## config.mk

```make
export PLATFORM = sky130hd
export DESIGN_NAME = shift_deserializer_flat
export DESIGN_NICKNAME = d
export VERILOG_FILES = /design/src/rtl/shift_deserializer_if.sv /design/src/rtl/shift_deserializer.sv /design/src/flat_wrapper.sv
export SDC_FILE = /design/constraint.sdc
export NUM_CORES = 1
export LEC_CHECK = 0
export BUFFER_PORTS_ARGS = -buffer_cell sky130_fd_sc_hd__buf_4
export CAP_MARGIN = 25
export CORE_ASPECT_RATIO = 1.4
export CORE_MARGIN = 3
export CORE_UTILIZATION = 35
export DETAILED_ROUTE_END_ITERATION = 16
export PLACE_DENSITY = 0.59
export SLEW_MARGIN = 20
export SYNTH_ARGS = -nofsm -noshare
export SYNTH_HDL_FRONTEND = slang
export SYNTH_SLANG_ARGS = --single-unit
```

## constraint.sdc

```tcl
create_clock -name clk -period 1.75 [get_ports clk]
set_input_delay 0.0875 -clock clk [delete_from_list [all_inputs] [get_ports clk]]
set_output_delay 0.0875 -clock clk [all_outputs]
set_load 0.01 [all_outputs]
```

## src/rtl/shift_deserializer_if.sv

```systemverilog
// Serial-in / parallel-out bundle for shift_deserializer.
// master = link driver and word consumer, slave = the deserializer.
interface shift_deserializer_if #(
  parameter int WIDTH = 4
);
  logic             s_data;
  logic             s_valid;
  logic             s_start;
  logic             dir;
  logic [WIDTH-1:0] D;
  logic             d_valid;
  logic             d_ready;
  logic             busy;
  logic             overrun;
  logic             clr_overrun;

  modport master (
    output s_data, s_valid, s_start, dir, d_ready, clr_overrun,
    input  D, d_valid, busy, overrun
  );

  modport slave (
    input  s_data, s_valid, s_start, dir, d_ready, clr_overrun,
    output D, d_valid, busy, overrun
  );
endinterface

```

## src/rtl/shift_deserializer.sv

```systemverilog
// Rebuilds framed serial bits (MSB- or LSB-first) into a parallel word and
// holds it on a valid/ready port; a word finishing while the port is stalled is dropped.
module shift_deserializer #(
  parameter int WIDTH = 4
) (
  input  logic                clk,
  input  logic                rst_n,
  shift_deserializer_if.slave bus
);
  localparam int CW  = $clog2(WIDTH + 1);
  localparam int MSB = WIDTH - 1;

  typedef enum logic {IDLE, SHIFT} state_t;

  state_t           state_reg, state_next;
  logic [CW-1:0]    cnt_reg, cnt_next;
  logic [WIDTH-1:0] sh_reg, sh_next;
  logic             dir_reg, dir_next;
  logic [WIDTH-1:0] d_reg, d_next;
  logic             d_valid_reg, d_valid_next;
  logic             overrun_reg, overrun_next;

  logic             complete;
  logic [WIDTH-1:0] shifted;
  logic [WIDTH-1:0] start_word;

  always_ff @(posedge clk or negedge rst_n) begin
    if (!rst_n) begin
      state_reg   <= IDLE;
      cnt_reg     <= '0;
      sh_reg      <= '0;
      dir_reg     <= 1'b0;
      d_reg       <= '0;
      d_valid_reg <= 1'b0;
      overrun_reg <= 1'b0;
    end else begin
      state_reg   <= state_next;
      cnt_reg     <= cnt_next;
      sh_reg      <= sh_next;
      dir_reg     <= dir_next;
      d_reg       <= d_next;
      d_valid_reg <= d_valid_next;
      overrun_reg <= overrun_next;
    end
  end

  always_comb begin
    state_next   = state_reg;
    cnt_next     = cnt_reg;
    sh_next      = sh_reg;
    dir_next     = dir_reg;
    d_next       = d_reg;
    d_valid_next = d_valid_reg;
    overrun_next = overrun_reg;
    complete     = 1'b0;

    // Shift direction follows the order latched at the start bit, not the live input.
    shifted = dir_reg ? {bus.s_data, sh_reg[MSB:1]} : {sh_reg[MSB-1:0], bus.s_data};
    start_word = '0;
    start_word[bus.dir ? MSB : 0] = bus.s_data;

    case (state_reg)
      IDLE: begin
        if (bus.s_valid && bus.s_start) begin
          sh_next    = start_word;
          dir_next   = bus.dir;
          cnt_next   = CW'(1);
          state_next = SHIFT;
        end
      end
      SHIFT: begin
        if (bus.s_valid) begin
          if (bus.s_start) begin
            sh_next  = start_word;
            dir_next = bus.dir;
            cnt_next = CW'(1);
          end else if (cnt_reg == CW'(WIDTH - 1)) begin
            complete   = 1'b1;
            sh_next    = shifted;
            cnt_next   = '0;
            state_next = IDLE;
          end else begin
            sh_next  = shifted;
            cnt_next = cnt_reg + CW'(1);
          end
        end
      end
      default: state_next = IDLE;
    endcase

    if (d_valid_reg && bus.d_ready)
      d_valid_next = 1'b0;

    // Clear is applied first so that a drop on the same edge keeps overrun set.
    if (bus.clr_overrun)
      overrun_next = 1'b0;

    if (complete) begin
      if (!d_valid_reg || bus.d_ready) begin
        d_next       = shifted;
        d_valid_next = 1'b1;
      end else begin
        overrun_next = 1'b1;
      end
    end
  end

  assign bus.D       = d_reg;
  assign bus.d_valid = d_valid_reg;
  assign bus.busy    = (state_reg == SHIFT);
  assign bus.overrun = overrun_reg;
endmodule

```

## src/flat_wrapper.sv

```systemverilog
// flat-port wrapper written by rule: the top's interface ports become plain ports
module shift_deserializer_flat 
#(
  parameter int WIDTH = 4
)
  (clk, rst_n, bus_s_data, bus_s_valid, bus_s_start, bus_dir, bus_d_ready, bus_clr_overrun, bus_D, bus_d_valid, bus_busy, bus_overrun);
  shift_deserializer_if #(.WIDTH(WIDTH)) bus_i ();
  input  logic clk;
  input  logic rst_n;
  input wire logic [$bits(bus_i.s_data)-1:0] bus_s_data;
  input wire logic [$bits(bus_i.s_valid)-1:0] bus_s_valid;
  input wire logic [$bits(bus_i.s_start)-1:0] bus_s_start;
  input wire logic [$bits(bus_i.dir)-1:0] bus_dir;
  input wire logic [$bits(bus_i.d_ready)-1:0] bus_d_ready;
  input wire logic [$bits(bus_i.clr_overrun)-1:0] bus_clr_overrun;
  output wire logic [$bits(bus_i.D)-1:0] bus_D;
  output wire logic [$bits(bus_i.d_valid)-1:0] bus_d_valid;
  output wire logic [$bits(bus_i.busy)-1:0] bus_busy;
  output wire logic [$bits(bus_i.overrun)-1:0] bus_overrun;
  assign bus_i.s_data = bus_s_data;
  assign bus_i.s_valid = bus_s_valid;
  assign bus_i.s_start = bus_s_start;
  assign bus_i.dir = bus_dir;
  assign bus_i.d_ready = bus_d_ready;
  assign bus_i.clr_overrun = bus_clr_overrun;
  assign bus_D = bus_i.D;
  assign bus_d_valid = bus_i.d_valid;
  assign bus_busy = bus_i.busy;
  assign bus_overrun = bus_i.overrun;
  shift_deserializer #(.WIDTH(WIDTH)) u_core (.clk(clk), .rst_n(rst_n), .bus(bus_i));
endmodule
```

; ---- Word level (Yosys, flattened, before mapping)
; Index checks and enable logic that the tools add are counted.
[totals]
output_inout_bits = 7
register_bits = 15
in_bits = 8
wordCells = 56
[op_classes]
n_lt_le_gt_ge = 2
n_bitwise = 2
n_addsub = 1
reduce_logical = 8
muxes = 32
n_eq_ne = 4
[ops]
columns = operator, n
row1 = "32-bit by 1-bit >= comparator with 1-bit output, second input constant", 1
row2 = "32-bit by 4-bit < comparator with 1-bit output, second input constant", 1
row3 = 1-bit 2-to-1 mux, 18
row4 = 4-bit 2-to-1 mux, 4
row5 = 3-bit 2-to-1 mux, 4
row6 = 4-bit one-hot mux with 2 select lines, 1
row7 = 3-bit one-hot mux with 2 select lines, 1
row8 = 4-bit AND, 1
row9 = "2-bit inequality test, second input constant", 2
row10 = 1-bit one-hot mux with 2 select lines, 2
row11 = 2-bit AND reduction, 2
row12 = "3-bit by 1-bit adder with 3-bit output, second input constant", 1
row13 = "3-bit by 2-bit == test with 1-bit output, second input constant", 1
row14 = 1-bit logical AND, 3
row15 = 3-bit AND reduction, 1
row16 = 1-bit demux with 2-bit select, 1
row17 = 2-bit 2-to-1 mux, 1
row18 = "2-bit by 1-bit inequality test with 1-bit output, second input constant", 1
row19 = 1-bit logical NOT, 1
row20 = 1-bit logical OR, 1
row21 = 1-bit NOT, 1

; ---- Longest topological paths before layout
[depth]
ltp_word = 9
depth_mapped = 4
mapped_depth_nobuf = 4

; ---- Worst setup path after synthesis
; Ideal clock, no wire load.
[synth_timing]
path_type = register to register
start = register u_core.cnt_reg[0]
end = register u_core.d_reg[0] (netlist: u_core.bus.D[0])
setup_time_ps = 125
path_stages_with_launch = 5
setup_slack_ps = 315
synth_period_minus_slack_ps = 1435
t_required_ps = 1625
path_buffers = 0
t_arrival_ps = 1310
path_cell_list = dfrtp_1 -> ha_1 -> nor2b_1 -> and3_4 -> mux2_4
[synth_between]
elab_chain_cells = 6
[synth_lines]
columns = item, line
row1 = "start, declared", shift_deserializer.sv:16  ; logic [CW-1:0] cnt_reg, cnt_next;
row2 = "start signal, assigned", shift_deserializer.sv:38  ; cnt_reg <= cnt_next;
row3 = 3-bit by 2-bit == test with 1-bit output, shift_deserializer.sv:77  ; end else if (cnt_reg == CW'(WIDTH - 1)) begin
row4 = 1-bit 2-to-1 mux, shift_deserializer.sv:77
row5 = 1-bit 2-to-1 mux, shift_deserializer.sv:73  ; if (bus.s_start) begin
row6 = 1-bit 2-to-1 mux, shift_deserializer.sv:72  ; if (bus.s_valid) begin
row7 = 1-bit 2-to-1 mux, shift_deserializer.sv:62  ; case (state_reg)
row8 = 2-bit AND reduction (no source line), --
row9 = "end signal, assigned", shift_deserializer.sv:41  ; d_reg <= d_next;
row10 = "end, declared", shift_deserializer.sv:19  ; logic [WIDTH-1:0] d_reg, d_next;
; No other way between the ends.
; A chain may end at the register's enable or synchronous reset.

; ---- Final worst setup path
; Same ends and word-level chain as after synthesis.

==> impl_results.md <==
- Status: finished, final reports clean
- Unrepaired setup endpoints after global routing: false
- Hold Crit Class: in2reg
- Yosys reg bits: 15
- Syn Area/Cell: 11.0 sq um
- DRT Wirelength: 1.44 mm
- Final Worst Setup Slack: 321 ps
- Hpwl dp: 1.09 mm
- Vias after detailed routing: 545
- Worst setup path category: reg2reg
- Commonest non-fill, non-tap cells in the layout: buf_4 (16), dfrtp_1 (15), nand2_1 (10), a31oi_1 (4)
- Area leader, netlist: dfrtp_1
- First-pass GRT wire length: 2.65 mm
- Area of the mapped netlist: 727 sq um
- Final Hold Vio Count: 0
- Most common cell after layout, fill and taps aside: buf_4
- Peak supply drop: 500 uV
- CP Capture Type: register
- Post-DR wirelength/cell: 13.7 microns
- Worst-margin pin slew: 503 ps
- Hold Crit Depth: 2
- Share of the synthesized area in the top cell type: 51.6%
- DRT antenna net count: 0
- # clock sinks: 15
- Drt pass-1 iters: 4
- Reg clk slew, reported paths: 90 ps
- Leakage: 0.431 nW
- Critical Path AT: 1600 ps
- Die X: 44.5 microns
- Relative slew slack: 66.1%
- Post-CTS sizing: 0
- P per Cell Area: 1290 nW/um^2
- Clk Tree Root Cell: clkbuf_4
- GR Overflow Total: 0
- Fin. max-slew vios: 0
- Number of inserted diodes: 0
- Multi-input gate area: 320 sq um
- Largest net degree at the start of global routing: 16
- Die area: 2670 sq um
- I/O Pins: 15
- Dpl ws: 354 ps
- Reg2reg path depth: 4
- Fraction of layout cells with a size suffix above 1: 30.6%
- Max H-tree Level: 1
- Synth cell types: 26
- Sequential share of the synthesized area: 51.6%
- Rows: 18
- NumNets Final: 95
- Initial DRC count: 4
- Global Route Usage Sum: 13.6%
- Final Skew: 2.65 ps
- Clock Tree Buf Depth: 2
- Endpoints failing setup: 0
- Final hold slack: 54.5 ps
- Mapped Nets: 75
- DRC Markers: 0
- PortBufs: 14
- Utilization after layout: 47.9%
- WP data required: 1920 ps
- Via/cell ratio: 5.19
- Layout area overhead: 23.1%
- Total negative slack: 0 ps
- Max-cap violations: 0
- Fillers: 185
- Tcrit/Tclk final: 81.7%
- Fmax: 0.700 GHz
- Synth top area cells: dfrtp_1 (52%), nand2_1 (5.2%), mux2_2 (4.6%)
- Synthesized instance count: 66
- Die height: 59.9 microns
- Initial Utilization: 38.9%
- Clock latency on the worst-skew pair: 280 ps
- Gpl congestion: 0.736
- CTS tree: yes
- FF+latch area: 375 sq um
- Vias in the first global route: 576
- Crit start category: register
- Fin crit period: 1430 ps
- Worst Path Max Fanout: 4
- DP Area: 848 sq um
- Ys Warns: 0
- Final Instance Area: 895 sq um
- Core ar.: 1870 sq um
- Initial antenna violation count: 0
- CTS buffer count: 3
## per-stage QoR
step                      cells  power [mW]
final                       105        1.16
after global routing        105        1.26
after CTS                   105        1.17
after detailed placement     99       0.967
after global placement       99       0.951
after floorplan              66       0.789
## synthesized netlist by cell type, drive strengths merged
master	number
nand2b	3
and3b	1
nand2	10
and3	1
a21o	1
nor2b	2
a31o	1
o21ai	3
a21boi	1
o22ai	1
nor2	2
buf	3
a21oi	3
mux2	5
dfrtp	15
a32o	1
o21a	1
ha	1
inv	2
a22o	2
mux2i	2
a31oi	4
nand3b	1
## final timing paths
path	start	endpoint	slack [ps]
worst max-delay path	u_core.cnt_reg[0]	u_core.bus.D[0]	320
worst min-delay path	bus_dir	u_core.dir_reg	50
min in group asynchronous	rst_n	u_core.bus.overrun	190
worst max register to register	u_core.cnt_reg[0]	u_core.bus.D[0]	320
worst min register to register	u_core.cnt_reg[1]	u_core.cnt_reg[1]	520
max in group asynchronous	rst_n	u_core.dir_reg	1390
## critical path, cell delays in order, from the launching register on
cell and delay (ps):
dfrtp_1 400, ha_1 210, nor2b_1 180, and3_4 230
mux2_4 290
## where the power goes
part	switching, mW	internal, mW	total, mW
Combinational	0.205	0.240	0.446
Sequential	0.0666	0.449	0.516
Clock	0.106	0.0884	0.194
Total	0.377	0.778	1.16
## per-layer routing
layer	wire length (microns)	part of all wire [%]	global-route usage [%]
met3	86	6.0	3.01
met5	0	0	0
met2	663	46	21.8
met1	668	46	17.0
met4	23	1.6	6.47
## timing repair
action	in CTS	in global routing
hold endpoints to repair	16	0
hold buffers	2	0
setup buffers	0	0
## final cells by class
| class | instances | share of cell area (%) |
|---|---|---|
| Clock buffer | 4 | 2.94 |
| Inverter | 2 | 0.839 |
| Multi-Input combinational cell | 46 | 35.8 |
| Sequential cell | 15 | 42.0 |
| Tap cell | 20 | 2.80 |
| Timing Repair Buffer | 18 | 15.7 |
## kinds of logic (layout without fill, tap and decap cells)
family	Yosys count	in the layout	share of synthesized area [%]
buffers and inverters	5	24	4.30
DFF	15	15	51.6
adders and majority gates	1	1	1.72
muxes	7	7	11.5
AOI/OAI and AO/OA	18	18	16.5
and+or+nand+nor	20	20	14.3
(Power assumes the default switching activity.)
